===== src/rtl/gate_exerciser_pkg.sv =====
`default_nettype none
// ============================================================================
//  Module      : gate_exerciser_pkg
//  Description : Shared types and constants for the gate exerciser. Holds the
//                controller state encoding and the number of input vectors
//                applied to a 2-input gate in one run.
//  Revision    : 1.0 - initial release
// ============================================================================
package gate_exerciser_pkg;

    // One vector per row of a 2-input truth table.
    localparam int unsigned c_VEC_COUNT = 4;
    localparam logic [1:0]  c_LAST_VEC  = 2'(c_VEC_COUNT - 1);

    typedef enum logic [1:0] {
        ST_IDLE   = 2'd0,
        ST_SETTLE = 2'd1,
        ST_SAMPLE = 2'd2,
        ST_DONE   = 2'd3
    } state_t;

endpackage : gate_exerciser_pkg
`default_nettype wire


===== src/rtl/gate_exerciser_sync_2ff.sv =====
`default_nettype none
// ============================================================================
//  Module      : sync_2ff
//  Description : Single-bit two-flop synchronizer, synchronous active-low
//                reset to 0.
//  Ports       : clk   - clock
//                rst_n - synchronous active-low reset
//                i_d   - asynchronous input bit
//                o_q   - synchronized output (two cycles of latency)
//  Revision    : 1.0 - initial release
// ============================================================================
module sync_2ff (
    input  logic clk,
    input  logic rst_n,
    input  logic i_d,
    output logic o_q
);

    logic r_meta;
    logic r_sync;

    always_ff @(posedge clk) begin
        if (!rst_n) begin
            r_meta <= 1'b0;
            r_sync <= 1'b0;
        end else begin
            r_meta <= i_d;
            r_sync <= r_meta;
        end
    end

    assign o_q = r_sync;

endmodule : sync_2ff
`default_nettype wire


===== src/rtl/gate_exerciser.sv =====
`default_nettype none
// ============================================================================
//  Module      : gate_exerciser
//  Description : Applies the four input vectors {gate_a,gate_b} = 0..3 to a
//                2-input gate, samples the gate response after a settle
//                period and compares it with an expected truth table.
//                Optional macro GATE_EXERCISER_SYNC_EN inserts a two-flop
//                synchronizer on gate_y and stretches every vector period
//                by two cycles to cover its latency.
//  Parameters  : SETTLE_CYC - settle cycles per vector (1..15)
//                EXPECT     - expected truth table, bit k for vector k
//  Ports       : clk      - clock, rising edge
//                rst_n    - synchronous active-low reset
//                start    - request a run (accepted only in IDLE)
//                gate_y   - response of the gate under test
//                gate_a   - stimulus MSB (registered)
//                gate_b   - stimulus LSB (registered)
//                busy     - run in progress
//                done     - one-cycle completion pulse
//                pass     - last run had no mismatches
//                fail_vec - per-vector mismatch flags of the last run
//                err_cnt  - mismatch count of the last run
//  Revision    : 1.0 - initial release
// ============================================================================
module gate_exerciser
    import gate_exerciser_pkg::*;
#(
    parameter int unsigned SETTLE_CYC = 2,
    parameter logic [3:0]  EXPECT     = 4'b1000
) (
    input  logic                   clk,
    input  logic                   rst_n,
    input  logic                   start,
    input  logic                   gate_y,
    output logic                   gate_a,
    output logic                   gate_b,
    output logic                   busy,
    output logic                   done,
    output logic                   pass,
    output logic [c_VEC_COUNT-1:0] fail_vec,
    output logic [2:0]             err_cnt
);

    logic w_y;

`ifdef GATE_EXERCISER_SYNC_EN
    // Two extra settle cycles let the response propagate through the
    // synchronizer before it is compared.
    localparam logic [4:0] c_SETTLE_LEN = 5'(SETTLE_CYC + 2);

    sync_2ff u_sync (
        .clk   (clk),
        .rst_n (rst_n),
        .i_d   (gate_y),
        .o_q   (w_y)
    );
`else
    localparam logic [4:0] c_SETTLE_LEN = 5'(SETTLE_CYC);

    assign w_y = gate_y;
`endif

    state_t                   r_state;
    state_t                   w_state_nxt;
    logic [4:0]               r_cnt,      w_cnt_nxt;
    logic [1:0]               r_idx,      w_idx_nxt;
    logic                     r_gate_a,   w_gate_a_nxt;
    logic                     r_gate_b,   w_gate_b_nxt;
    logic                     r_busy,     w_busy_nxt;
    logic                     r_done,     w_done_nxt;
    logic                     r_pass,     w_pass_nxt;
    logic [c_VEC_COUNT-1:0]   r_fail_vec, w_fail_vec_nxt;
    logic [2:0]               r_err_cnt,  w_err_cnt_nxt;
    logic                     w_mis;

    // ------------------------------------------------------------------
    // State register
    // ------------------------------------------------------------------
    always_ff @(posedge clk) begin
        if (!rst_n) begin
            r_state <= ST_IDLE;
        end else begin
            r_state <= w_state_nxt;
        end
    end

    // ------------------------------------------------------------------
    // Next-state logic. SETTLE lasts c_SETTLE_LEN cycles, SAMPLE one, so
    // each vector period is c_SETTLE_LEN + 1 cycles.
    // ------------------------------------------------------------------
    always_comb begin
        w_state_nxt = r_state;
        case (r_state)
            ST_IDLE:   if (start) w_state_nxt = ST_SETTLE;
            ST_SETTLE: if (r_cnt == c_SETTLE_LEN - 5'd1) w_state_nxt = ST_SAMPLE;
            ST_SAMPLE: w_state_nxt = (r_idx == c_LAST_VEC) ? ST_DONE : ST_SETTLE;
            ST_DONE:   w_state_nxt = ST_IDLE;
            default:   w_state_nxt = ST_IDLE;
        endcase
    end

    // ------------------------------------------------------------------
    // Output / datapath next-value logic
    // ------------------------------------------------------------------
    assign w_mis = w_y ^ EXPECT[r_idx];

    always_comb begin
        w_cnt_nxt      = r_cnt;
        w_idx_nxt      = r_idx;
        w_gate_a_nxt   = r_gate_a;
        w_gate_b_nxt   = r_gate_b;
        w_busy_nxt     = r_busy;
        w_done_nxt     = 1'b0;
        w_pass_nxt     = r_pass;
        w_fail_vec_nxt = r_fail_vec;
        w_err_cnt_nxt  = r_err_cnt;
        case (r_state)
            ST_IDLE: begin
                if (start) begin
                    w_cnt_nxt      = 5'd0;
                    w_idx_nxt      = 2'd0;
                    w_gate_a_nxt   = 1'b0;
                    w_gate_b_nxt   = 1'b0;
                    w_busy_nxt     = 1'b1;
                    w_pass_nxt     = 1'b0;
                    w_fail_vec_nxt = '0;
                    w_err_cnt_nxt  = 3'd0;
                end
            end
            ST_SETTLE: begin
                w_cnt_nxt = r_cnt + 5'd1;
            end
            ST_SAMPLE: begin
                w_cnt_nxt      = 5'd0;
                w_fail_vec_nxt = r_fail_vec | ({3'b000, w_mis} << r_idx);
                w_err_cnt_nxt  = r_err_cnt + {2'b00, w_mis};
                // The next vector goes out on the same edge as the sample;
                // the last vector stays on the pins through DONE.
                if (r_idx != c_LAST_VEC) begin
                    w_idx_nxt                    = r_idx + 2'd1;
                    {w_gate_a_nxt, w_gate_b_nxt} = r_idx + 2'd1;
                end
            end
            ST_DONE: begin
                w_busy_nxt   = 1'b0;
                w_done_nxt   = 1'b1;
                w_pass_nxt   = (r_err_cnt == 3'd0);
                w_gate_a_nxt = 1'b0;
                w_gate_b_nxt = 1'b0;
            end
            default: ;
        endcase
    end

    always_ff @(posedge clk) begin
        if (!rst_n) begin
            r_cnt      <= 5'd0;
            r_idx      <= 2'd0;
            r_gate_a   <= 1'b0;
            r_gate_b   <= 1'b0;
            r_busy     <= 1'b0;
            r_done     <= 1'b0;
            r_pass     <= 1'b0;
            r_fail_vec <= '0;
            r_err_cnt  <= 3'd0;
        end else begin
            r_cnt      <= w_cnt_nxt;
            r_idx      <= w_idx_nxt;
            r_gate_a   <= w_gate_a_nxt;
            r_gate_b   <= w_gate_b_nxt;
            r_busy     <= w_busy_nxt;
            r_done     <= w_done_nxt;
            r_pass     <= w_pass_nxt;
            r_fail_vec <= w_fail_vec_nxt;
            r_err_cnt  <= w_err_cnt_nxt;
        end
    end

    assign gate_a   = r_gate_a;
    assign gate_b   = r_gate_b;
    assign busy     = r_busy;
    assign done     = r_done;
    assign pass     = r_pass;
    assign fail_vec = r_fail_vec;
    assign err_cnt  = r_err_cnt;

endmodule : gate_exerciser
`default_nettype wire

===== config.mk =====
export PLATFORM = sky130hd
export DESIGN_NAME = gate_exerciser
export DESIGN_NICKNAME = d
export VERILOG_FILES = /design/src/rtl/gate_exerciser_pkg.sv /design/src/rtl/gate_exerciser_sync_2ff.sv /design/src/rtl/gate_exerciser.sv
export SDC_FILE = /design/constraint.sdc
export NUM_CORES = 1
export LEC_CHECK = 0
export ABC_AREA = 0
export BUFFER_PORTS_ARGS = -buffer_cell sky130_fd_sc_hd__clkbuf_2
export CORE_UTILIZATION = 50
export DETAILED_ROUTE_END_ITERATION = 10
export PLACE_DENSITY_LB_ADDON = 0.15
export SYNTH_ARGS = -nofsm -noshare
export SYNTH_HDL_FRONTEND = slang
export SYNTH_HIERARCHICAL = 1
export SYNTH_SLANG_ARGS = --single-unit
export TNS_END_PERCENT = 10

===== constraint.sdc =====
create_clock -name clk -period 2.35 [get_ports clk]
set_clock_uncertainty 0.05 [all_clocks]
set_input_delay 0.235 -clock clk [delete_from_list [all_inputs] [get_ports clk]]
set_output_delay 0.235 -clock clk [all_outputs]
set_load 0.01 [all_outputs]

==> impl_summary.txt <==
----------------------------------------------------
[Status]
  Result of the run ... completed

[Pwr]
  Areal power density over the cells ... 554 nW/µm²
  Overall power consumption ... 0.646 mW
  Peak supply drop ... 0.382 mV
  Static Leakage ... 0.461 nW

[GRT]
  Number of antenna violations at the first check in global routing ... 0
  Number of global-route vias before repair ... 710
  Pin count of the biggest net entering global routing ... 25
  GRT overflow ... 0
  Global-route wire length before repair ... 3130 µm
  GRT Resource Usage Total ... 0.202

[Cells and area]
  # fillers ... 196
  Number of diodes ... 0
  Layout Nets ... 141
  Area growth from synthesis to layout ... 13.0%
  Finished Cell Area ... 1170 µm²
  Share of final-layout standard cells stronger than drive strength 1 ... 0.198

[STA]
  Slew @ Worst Pin ... 0.446 ns
  Max_slew headroom ... 0.702
  WHS ... 0.129 ns
  Number of pins with negative max-slew slack in the final report ... 0
  Post-route fraction of the period consumed by the critical path ... 0.761
  Final setup TNS ... 0 ns
  Unrepaired setup endpoints after global routing ... false
  Setup violations, final ... 0
  Timing-limited maximum frequency ... 559 MHz
  Endpoints failing hold ... 0
  Crit path time final ... 1.79 ns

[CTS]
  Clock Path Buffers ... 2
  Number of sinks handled by clock tree synthesis ... 21
  Post-CTS clock slew at the launch and capture registers of the worst setup and hold paths ... 0.12 ns
  Worst-skew pair later-pin latency ... 0.31 ns
  Count of buffers added by post-CTS timing repair for setup ... 0
  CTS Root Cell ... sky130_fd_sc_hd__clkbuf_4
  Post-cts sizing count ... 0
  CTS tree ... done
  H-tree levels ... 1
  Hold buffers post-CTS ... 0
  Cts bufs inserted ... 3

[Worst setup path]
  Type of destination of the critical path ... flip-flop
  Required @ worst endpoint ... 2.55 ns
  Worst reg2reg endpoint ... err_cnt[2]$_SDFFE_PN0P_
  Depth of the worst register-to-register path ... 7
  Critical Path AT ... 1.99 ns
  Crit Path Class ... reg2reg
  Startpoint types ... flip-flop
  Critical Path Fanout Max ... 8
  Launching point of the worst reg2reg path ... r_idx[0]$_SDFFE_PN0P_
  Setup slack on the worst flop-to-flop path ... 0.56 ns

[Flow run]
  Maximum capacitance violations ... 0

[Synth]
  Post-synthesis instance total ... 114
  Top cells by count, synth ... sky130_fd_sc_hd__dfxtp_1 (21), sky130_fd_sc_hd__a21oi_1 (10), sky130_fd_sc_hd__inv_1 (7)
  Largest area contributor in the netlist ... sky130_fd_sc_hd__dfxtp_1
  Register area share after synthesis ... 0.407
  Post-synthesis share of cell area spent on xor and xnor gates ... 0.00848
  Average footprint of a synthesized cell ... 9.05 µm²
  Yosys warns ... 6
  Post-synthesis register bit count ... 21
  Fraction of the mapped netlist area in simple logic gates ... 0.251
  Fraction of post-synthesis cell area in the top cell type by area ... 0.407
  Most area-consuming cells after synthesis ... sky130_fd_sc_hd__dfxtp_1 (41%), sky130_fd_sc_hd__ha_1 (6.1%), sky130_fd_sc_hd__a21oi_1 (4.8%)
  Area of the mapped netlist ... 1030 µm²
  Synth Area in Compound Gates ... 0.206
  Ys async rst share ... 0
  Adder and majority cell fraction of the synthesized area ... 0.0606
  Cell with the most instances after synthesis ... sky130_fd_sc_hd__dfxtp_1
  Multiplexer share of the synthesized area ... 0.00970
  Largest family of logic cells by synthesized area ... simple AND/OR/NAND/NOR gates
  Unique masters post-synth ... 33
  Number of nets in the synthesized netlist ... 123
  Post-synth top flop ... sky130_fd_sc_hd__dfxtp_1
  Number of flops mapped to enable cells by yosys ... 0

[Worst hold path]
  Hold crit path type ... in2reg
  Number of stages on the worst hold path ... 2
  End of the worst hold path ... gate_b$_SDFFE_PN0P_
  Min-delay src ... rst_n

[Floorplan]
  Die span in x ... 47.4 µm
  Die footprint ... 2250 µm²
  Die Y-Extent ... 47.4 µm
  Row Count ... 16
  # IOs ... 16
  Core region area ... 1940 µm²
  Starting Density ... 0.532

[Placement]
  Half-perimeter wire length of the detailed placement result ... 1490 µm
  Buffers on Ports ... 15
  Instance area after placement ... 1140 µm²
  Routability cong. ... 0.708

[Drt]
  Detailed route wirelength on metal2 ... 916 µm
  DRT iter0 DRCs ... 9
  Number of nets still failing antenna checks after routing ... 0
  DR vias ... 877
  Total length of routed met3 wires ... 48 µm
  Average detailed-routed wire length per instance ... 12.8 µm
  Drt pass-1 iters ... 4
  Via-to-Cell Ratio ... 5.55
  Max Used Layer ... met4
  DRC violations left ... 0
  Routed length on met1 ... 1020 µm
  Total length of routed wires ... 2020 µm

----------------------------------------------------
power breakdown:
part	total, mW	switching (mW)	internal [mW]
Clock	0.177	0.114	0.0636
Combinational	0.0891	0.0535	0.0357
Sequential	0.380	0.0125	0.368
layout make-up:
class / count / area, µm² / share of cell area
inverters: 7 / 26.3 / 0.0225
clock buffers: 3 / 22.5 / 0.0193
flip-flops and latches: 21 / 420 / 0.361
repair buffers: 19 / 105 / 0.0901
multi-input cells: 80 / 553 / 0.474
clock inverters: 1 / 5.00 / 0.00429
well taps: 27 / 33.8 / 0.0290
worst max path at each step:
| stage | start | endpoint | slack, ns |
|---|---|---|---|
| 3_5_place_dp | r_idx[0]$_SDFFE_PN0P_ | err_cnt[2]$_SDFFE_PN0P_ | 0.61 |
| 2_1_floorplan | r_idx[0]$_SDFFE_PN0P_ | err_cnt[2]$_SDFFE_PN0P_ | 0.61 |
| 4_1_cts | r_idx[0]$_SDFFE_PN0P_ | err_cnt[2]$_SDFFE_PN0P_ | 0.57 |
| 5_1_grt | r_idx[0]$_SDFFE_PN0P_ | err_cnt[2]$_SDFFE_PN0P_ | 0.40 |
| 6_report | r_idx[0]$_SDFFE_PN0P_ | err_cnt[2]$_SDFFE_PN0P_ | 0.56 |
| 3_3_place_gp | r_idx[0]$_SDFFE_PN0P_ | err_cnt[2]$_SDFFE_PN0P_ | 0.68 |
sequential cells by signal, indices dropped and copies added (netlist names):
signal    flops
r_cnt         5
busy          1
done          1
fail_vec      4
r_idx         2
err_cnt       3
gate_a        1
gate_b        1
pass          1
r_state       2
cell families after synthesis:
| logic type | Yosys count |
|---|---|
| xor gates and xnor gates | 1 |
| buffers and inverters | 13 |
| DFF | 21 |
| adders and majority gates | 5 |
| AOI/OAI and AO/OA | 31 |
| and+or+nand+nor | 42 |
| muxes | 1 |
layout by cell type (no fill, tap or decap), types with 4 or more instances in the layout:
| cell type | Yosys | layout |
|---|---|---|
| sky130_fd_sc_hd__dfxtp_1 | 21 | 21 |
| sky130_fd_sc_hd__a31oi_1 | 5 | 5 |
| sky130_fd_sc_hd__nor2_1 | 6 | 6 |
| sky130_fd_sc_hd__nor2b_1 | 6 | 6 |
| sky130_fd_sc_hd__a21oi_1 | 10 | 10 |
| sky130_fd_sc_hd__clkbuf_2 | 0 | 15 |
| sky130_fd_sc_hd__a32o_1 | 5 | 5 |
| sky130_fd_sc_hd__ha_1 | 5 | 5 |
| sky130_fd_sc_hd__nor4b_1 | 4 | 4 |
| sky130_fd_sc_hd__nor3b_1 | 5 | 5 |
| sky130_fd_sc_hd__buf_4 | 2 | 4 |
| sky130_fd_sc_hd__nand2_1 | 6 | 6 |
| sky130_fd_sc_hd__inv_1 | 7 | 7 |
| sky130_fd_sc_hd__nand3_1 | 6 | 6 |
critical path, cell delays in order, from the launching register on:
cell                      delay [ns]
sky130_fd_sc_hd__dfxtp_1        0.48
sky130_fd_sc_hd__ha_1           0.24
sky130_fd_sc_hd__xor2_1         0.21
sky130_fd_sc_hd__ha_1           0.18
sky130_fd_sc_hd__ha_1           0.15
sky130_fd_sc_hd__nor3b_1        0.17
sky130_fd_sc_hd__o21ai_0        0.12
sky130_fd_sc_hd__a21oi_1        0.15
metal layers:
layer	global-route usage	vias up
met5	0	-
met4	0.103	0
met3	0.0340	4
met2	0.301	17
met1	0.281	401
li1	-	455
stage by stage:
| stage | worst slack (ns) | util | instances |
|---|---|---|---|
| detailed placement | 0.607 | 0.586 | 154 |
| CTS | 0.572 | 0.601 | 158 |
| global placement | 0.682 | 0.586 | 154 |
| finish | 0.562 | 0.601 | 158 |
| floorplan | 0.611 | - | 114 |
| global route | 0.401 | 0.601 | 158 |
No activity file was read; power rests on OpenSTA's default activity.
